## src/rtl/rtl_settings_pkg.sv

```systemverilog
// Shared types and constants for the memory-test sequencer: mode encodings,
// FSM states and the 32-bit address LFSR polynomial.
package rtl_settings_pkg;

  typedef enum logic [1:0] {
    WRITE_ONLY      = 2'd0,
    READ_ONLY       = 2'd1,
    WRITE_AND_CHECK = 2'd2
  } test_mode_t;

  typedef enum logic [1:0] {
    FIX_ADDR = 2'd0,
    RUN_ADDR = 2'd1,
    RND_ADDR = 2'd2
  } addr_mode_t;

  typedef enum logic [1:0] {
    IDLE  = 2'd0,
    ISSUE = 2'd1,
    DRAIN = 2'd2,
    DONE  = 2'd3
  } seq_state_t;

  localparam int LFSR_W = 32;

  // Taps 32,22,2,1 expressed as a bit mask over positions 31,21,1,0.
  localparam logic [LFSR_W-1:0] LFSR_TAPS = 32'h8020_0003;

  function automatic logic [LFSR_W-1:0] lfsr_next(input logic [LFSR_W-1:0] state);
    return {state[LFSR_W-2:0], ^(state & LFSR_TAPS)};
  endfunction

endpackage

```

## src/rtl/seq_lfsr_addr.sv

```systemverilog
// 32-bit Fibonacci LFSR address source for RND_ADDR mode; only built when
// SEQ_RND_ADDR_EN is defined. Output is the current state truncated to OUT_W.
module seq_lfsr_addr
  import rtl_settings_pkg::*;
#(
  parameter int OUT_W = 31
) (
  input  logic              clk_i,
  input  logic              rst_i,
  input  logic              load_i,
  input  logic              adv_i,
  input  logic [LFSR_W-1:0] seed_i,
  output logic [OUT_W-1:0]  addr_o
);

  logic [LFSR_W-1:0] r_lfsr;

  // NOTE: sequential state is updated with non-blocking assignments so every
  // register samples the pre-edge values regardless of process ordering.
  always_ff @(posedge clk_i) begin
    if (rst_i) begin
      r_lfsr <= '0;
    end else if (load_i) begin
      r_lfsr <= seed_i;
    end else if (adv_i) begin
      r_lfsr <= lfsr_next(r_lfsr);
    end
  end

  assign addr_o = r_lfsr[OUT_W-1:0];

endmodule

```

## config.mk

```make
export PLATFORM = sky130hd
export DESIGN_NAME = seq_lfsr_addr
export DESIGN_NICKNAME = d
export VERILOG_FILES = /design/src/rtl/rtl_settings_pkg.sv /design/src/rtl/seq_lfsr_addr.sv
export SDC_FILE = /design/constraint.sdc
export NUM_CORES = 1
export LEC_CHECK = 0
export ABC_AREA = 0
export CORE_MARGIN = 10
export CORE_UTILIZATION = 45
export DETAILED_ROUTE_END_ITERATION = 16
export PLACE_DENSITY = 0.82
export SETUP_SLACK_MARGIN = 0.2
export SLEW_MARGIN = 20
export SYNTH_ARGS = -nofsm -noshare
export SYNTH_HDL_FRONTEND = slang
export SYNTH_SLANG_ARGS = --single-unit
```

## constraint.sdc

```tcl
create_clock -name clk_i -period 2.9 [get_ports clk_i]
set_input_delay 0.87 -clock clk_i [delete_from_list [all_inputs] [get_ports clk_i]]
set_output_delay 0.87 -clock clk_i [all_outputs]
set_load 0.02 [all_outputs]
```

==> impl_metrics.yaml, run 1 <==
status:
  outcome: "complete, no violations"
layout:
  top_register: "r_lfsr"
  final_common_cell: "clkdlybuf4s50_1"
  design_area_um2: 2300
  regArea_um2: 641
  drive_above_1_share_pct: 20.3
  multi_input_area_um2: 832
  num-fill-cells: 309
  mostFrequentLayoutCells: "clkdlybuf4s50_1 (65), dfxtp_1 (32), mux2_2 (31), mux2i_1 (31), nor2_1 (31)"
  syn2layout_area_growth_pct: 30.4
  reg_top3: "r_lfsr (32)"
  nNetsFinal: 242
  largest_reg_flops: 32
  n_antenna_cell: 0
grt:
  grt_max_degree: 34
  grt_pass1_vias: 1287
  grt_usage_pct: 11.5
  grt_remaining_overflow: 0
  grt_pass1_wl_um: 6130
  antenna_found_initial: 0
worst_setup_path:
  cp_slowest_cell: "clkdlybuf4s50_1"
  cp.depth: 1
  slowest_delay_ns: 0.64
  cp_max_fo: 4
  cp.buffers_inverters: 1
  start_kind: "flop"
  path_cells: "clkdlybuf4s50_1"
  ff2ff_path_depth: 3
  cp_data_required_time_ns: 2.03
  crit_family: "buffers and inverters"
  end_kind: "output port"
  crit_arrival_ns: 1.31
  crit_type: "flop to output port"
sta:
  setup_ws_ns: 0.720
  fmax_mhz: 459
  final.setup.tns_ns: 0
  slew_headroom_pct: 53.4
  tightest_slew_ns: 0.699
  report.final.slew_viol_count: 0
  setup_viol: 0
  rsz0062_at_grt: "no"
  fin_skew_ns: 0.00441
  finalHoldViolCount: 0
  finalCritPeriodShare_pct: 75.2
  post-route-min-period_ns: 2.18
yosys:
  netlist_instances: 172
  synth_area_um2: 1770
  synthDistinctLibCells: 12
  ys_ff_latch: 32
  avgSynthCellArea_um2: 10.3
  syn_nets: 208
  synth_warnings: 0
  ys_seq_area_share_pct: 36.2
clock_network:
  cts_made_buffers: 5
  insertion_delay_ns: 0.27
  clock_sinks: 32
  root_buffer: "clkbuf_8"
  cts_tree: "built"
  cts_buffer_depth: 2
  post_cts_resized: 0
  cts_setup_buffers: 0
  ctsHoldBuffers: 0
  cts.reportedPaths.clkPinSlew_ns: 0.06
  htreeDepth: 2
die:
  dieArea_um2: 6840
  coreArea_um2: 3740
  initial_utilization_pct: 47.2
  core.rowCount: 22
  die_h_um: 82.7
  top_level_ports: 67
  fp.dieW_um: 82.7
drt:
  ant_nets: 0
  drt_first_pass_iters: 2
  wirelength_um: 4020
  wire_per_inst_um: 15.7
  route.detailed.drc: 0
  vias_per_cell: 4.82
  drt-initial-drc-count: 65
  vias: 1230
min_path:
  hold_path_depth: 3
  min_path_type: "flop to flop"
place:
  numPortBuffers: 66
  gp_congestion: 0.795
  place_area_um2: 2210
  post-place-ws_ns: 0.444
  dpl.hpwl_um: 3010
power:
  powerDensity_nw_per_um2: 473
  vdd_ir_drop_max_mv: 0.237
  power.leakage_nw: 0.995
  finalPower_mw: 1.09
job:
  maxCapViolCount: 0
==> synthesized netlist by cell type <==
master / n / area share (%)
mux2i_1: 31 / 18
buf_4: 34 / 14
inv_1: 1 / 0.21
clkbuf_1: 3 / 0.64
xor3_1: 1 / 1.3
nor2_1: 31 / 6.6
and4b_1: 1 / 0.57
a211oi_1: 1 / 0.42
dfxtp_1: 32 / 36
mux2_2: 31 / 20
a2111oi_2: 1 / 0.85
buf_2: 5 / 1.4
==> path summary, 6_finish.rpt <==
| path | slack [ns] | startpoint | to |
|---|---|---|---|
| max reg2reg | 1.64 | r_lfsr[31] | r_lfsr[0] |
| max | 0.72 | r_lfsr[21] | addr_o[21] |
| min reg2reg | 0.63 | r_lfsr[31] | r_lfsr[31] |
| min | 0.63 | r_lfsr[31] | r_lfsr[31] |
==> metrics by stage <==
step | utilization (%) | hold slack [ns] | instances
global route | 61.6 | 0.654 | 255
CTS | 61.6 | 0.635 | 255
global placement | 59.2 | 0.603 | 247
finish | 61.6 | 0.633 | 255
detailed placement | 59.2 | 0.619 | 247
floorplan | - | 0.585 | 172
==> cell families (layout without fill, tap and decap cells) <==
kind of cell	count (synthesis)	in the layout	synth area share, %
AOI/OAI and AO/OA	2	2	1.27
xor gates and xnor gates	1	1	1.34
buffers and inverters	43	78	16.7
DFF	32	32	36.2
muxes	62	62	37.3
and+or+nand+nor	32	32	7.15
==> final cells by class <==
class	instances	share of cell area [%]
clock buffers	8	3.91
repair buffers	69	29.4
multi-input cells	97	36.1
flip-flops and latches	32	27.8
inverters	1	0.163
well taps	48	2.61
==> layer usage <==
layer  GRT usage, %  part of all wire (%)
met4           4.52                   1.3
met3           4.97                    10
met5              0                     0
met1           13.1                    41
met2           18.5                    48
==> where the power goes <==
part / total (mW) / internal [mW] / switching [mW]
registers: 0.490 / 0.469 / 0.0210
clock network: 0.342 / 0.193 / 0.149
logic: 0.258 / 0.150 / 0.108
Note: power is estimated with default switching activity, not from simulation.
==> run 2: changes to the inputs <==
Settings changed: CORE_UTILIZATION 45 to 44, PLACE_DENSITY 0.82 to 0.8.
Clock period 2.9 ns to 2.05 ns, I/O delays scaled along.
==> run 2 against run 1 <==
  * Flip-flop and latch count stayed put
  * Cell area fell by 0.87%
  * Critical path depth rose by 4
  * Register-to-register slack got worse by 0.86 ns
  * Clock power rose by 21%
  * First-iteration DRC count fell by 37%
  * Setup slack got worse by 0.41 ns
  * Clock skew is essentially flat
  * Global-route usage increased by 0.057 points
  * Core utilization fell by 0.98 points
  * Routed wire length fell by 0.12%
  * Combinational power up 33%
  * Largest cell class unchanged
  * Highest routed layer unchanged
==> impl_metrics.yaml, run 2 (synthesized netlist as in run 1, its figures left out) <==
power:
  finalPower_mw: 1.45
  vdd_ir_drop_max_mv: 0.460
  clkPwrFrac_pct: 28.6
  switchingPower_mw: 0.378
  swShare_pct: 26.0
  power.leakage_nw: 1.12
  seqPwrFrac_pct: 47.7
  p_comb_share_pct: 23.7
  power.internal_mw: 1.07
  powerDensity_nw_per_um2: 636
die:
  dieArea_um2: 6950
  coreArea_um2: 3770
  initial_utilization_pct: 46.9
  die_h_um: 83.4
  fp.dieW_um: 83.4
  core.rowCount: 22
  top_level_ports: 67
place:
  place_area_um2: 2250
  post-place-ws_ns: 0.0177
  dpl.hpwl_um: 3100
  placed_cells: 249
  numPortBuffers: 66
  gp_congestion: 0.759
sta:
  finalHoldViolCount: 0
  rsz0062_at_grt: "no"
  hold-worst-slack_ns: 0.630
  final.setup.tns_ns: 0
  report.final.slew_viol_count: 0
  fin_skew_ns: 0.00402
  finalCritPeriodShare_pct: 84.8
  tightest_slew_ns: 0.273
  setup_viol: 0
  post-route-min-period_ns: 1.74
  fmax_mhz: 576
  setup_ws_ns: 0.312
  slew_headroom_pct: 81.8
clock_network:
  htreeDepth: 2
  cts_made_buffers: 5
  cts_tree: "built"
  cts_buffer_depth: 2
  root_buffer: "clkbuf_8"
  clock_sinks: 32
  cts.reportedPaths.clkPinSlew_ns: 0.06
  insertion_delay_ns: 0.27
  cts_setup_buffers: 0
layout:
  syn2layout_area_growth_pct: 29.2
  top_register: "r_lfsr"
  finalNonFillerCells: 254
  nNetsFinal: 244
  mostFrequentLayoutCells: "clkdlybuf4s50_1 (34), dfxtp_1 (32)"
  n_antenna_cell: 0
  reg_top3: "r_lfsr (32)"
  largest_reg_flops: 32
  fin_util_pct: 60.6
  drive_above_1_share_pct: 20.9
  final_common_cell: "clkdlybuf4s50_1"
  design_area_um2: 2280
grt:
  grt_pass1_wl_um: 6710
  grt_remaining_overflow: 0
  grt_usage_pct: 11.6
  antenna_found_initial: 0
  grt_max_degree: 34
  grt_pass1_vias: 1345
drt:
  vias: 1227
  wire_per_inst_um: 15.8
  drt_first_pass_iters: 3
  drt-initial-drc-count: 41
  vias_per_cell: 4.83
  route.detailed.drc: 0
  ant_nets: 0
  wirelength_um: 4010
worst_setup_path:
  end_kind: "flop"
  slowest_delay_ns: 0.51
  cp.buffers_inverters: 2
  crit_type: "input pin to flop"
  start_kind: "input pin"
  cp_data_required_time_ns: 2.21
  crit_family: "buffers and inverters"
  path_cells: "clkdlybuf4s50_1, buf_12, mux2_2, mux2i_1, nor2_1"
  cp_max_fo: 33
  cp_slowest_cell: "clkdlybuf4s50_1"
  regToRegSetupSlack_ns: 0.78
  crit_arrival_ns: 1.90
min_path:
  min_path_type: "flop to flop"
status:
  outcome: "complete, no violations"
job:
  maxCapViolCount: 0
run 2: routing by layer:
layer,track usage [%],part of all wire (%)
met4,4.15,1.4
met3,5.08,7.5
met5,0,0
met1,12.3,41
met2,19.7,50
run 2: worst register-to-register path: cells and delay by family (launching register included):
family,cells,cell delay (ns)
flip-flops,1,0.40
XOR/XNOR,1,0.35
AND/OR/NAND/NOR,1,0.21
AO/OA/AOI/OAI,1,0.21
run 2: path summary, 6_finish.rpt:
kind                            depth (start not counted)          to  startpoint
worst max-delay path                                    5  r_lfsr[11]       adv_i
worst min-delay path                                    3  r_lfsr[31]  r_lfsr[31]
worst max register to register                          3   r_lfsr[0]   r_lfsr[1]
worst min register to register                          3  r_lfsr[31]  r_lfsr[31]
run 2: repair_timing:
action,CTS,global route
setup endpoints to repair,31,0
gates resized for setup,31,0
hold buffers,0,0
hold endpoints to repair,0,0
run 2: power groups by stage:
stage | Combinational (mW) | Sequential [mW] | Clock (mW)
floorplan | 0.259 | 0.697 | 0
global placement | 0.367 | 0.705 | 0
detailed placement | 0.376 | 0.709 | 0
CTS | 0.351 | 0.694 | 0.431
global route | 0.373 | 0.700 | 0.453
finish | 0.344 | 0.693 | 0.415
run 2: area by class of cell:
type                    count  area [um^2]
multi-input cells          97          832
repair buffers             71          679
inverters                   1         3.75
well taps                  48         60.1
flip-flops and latches     32          641
clock buffers               5         68.8
fillers                   327         1490
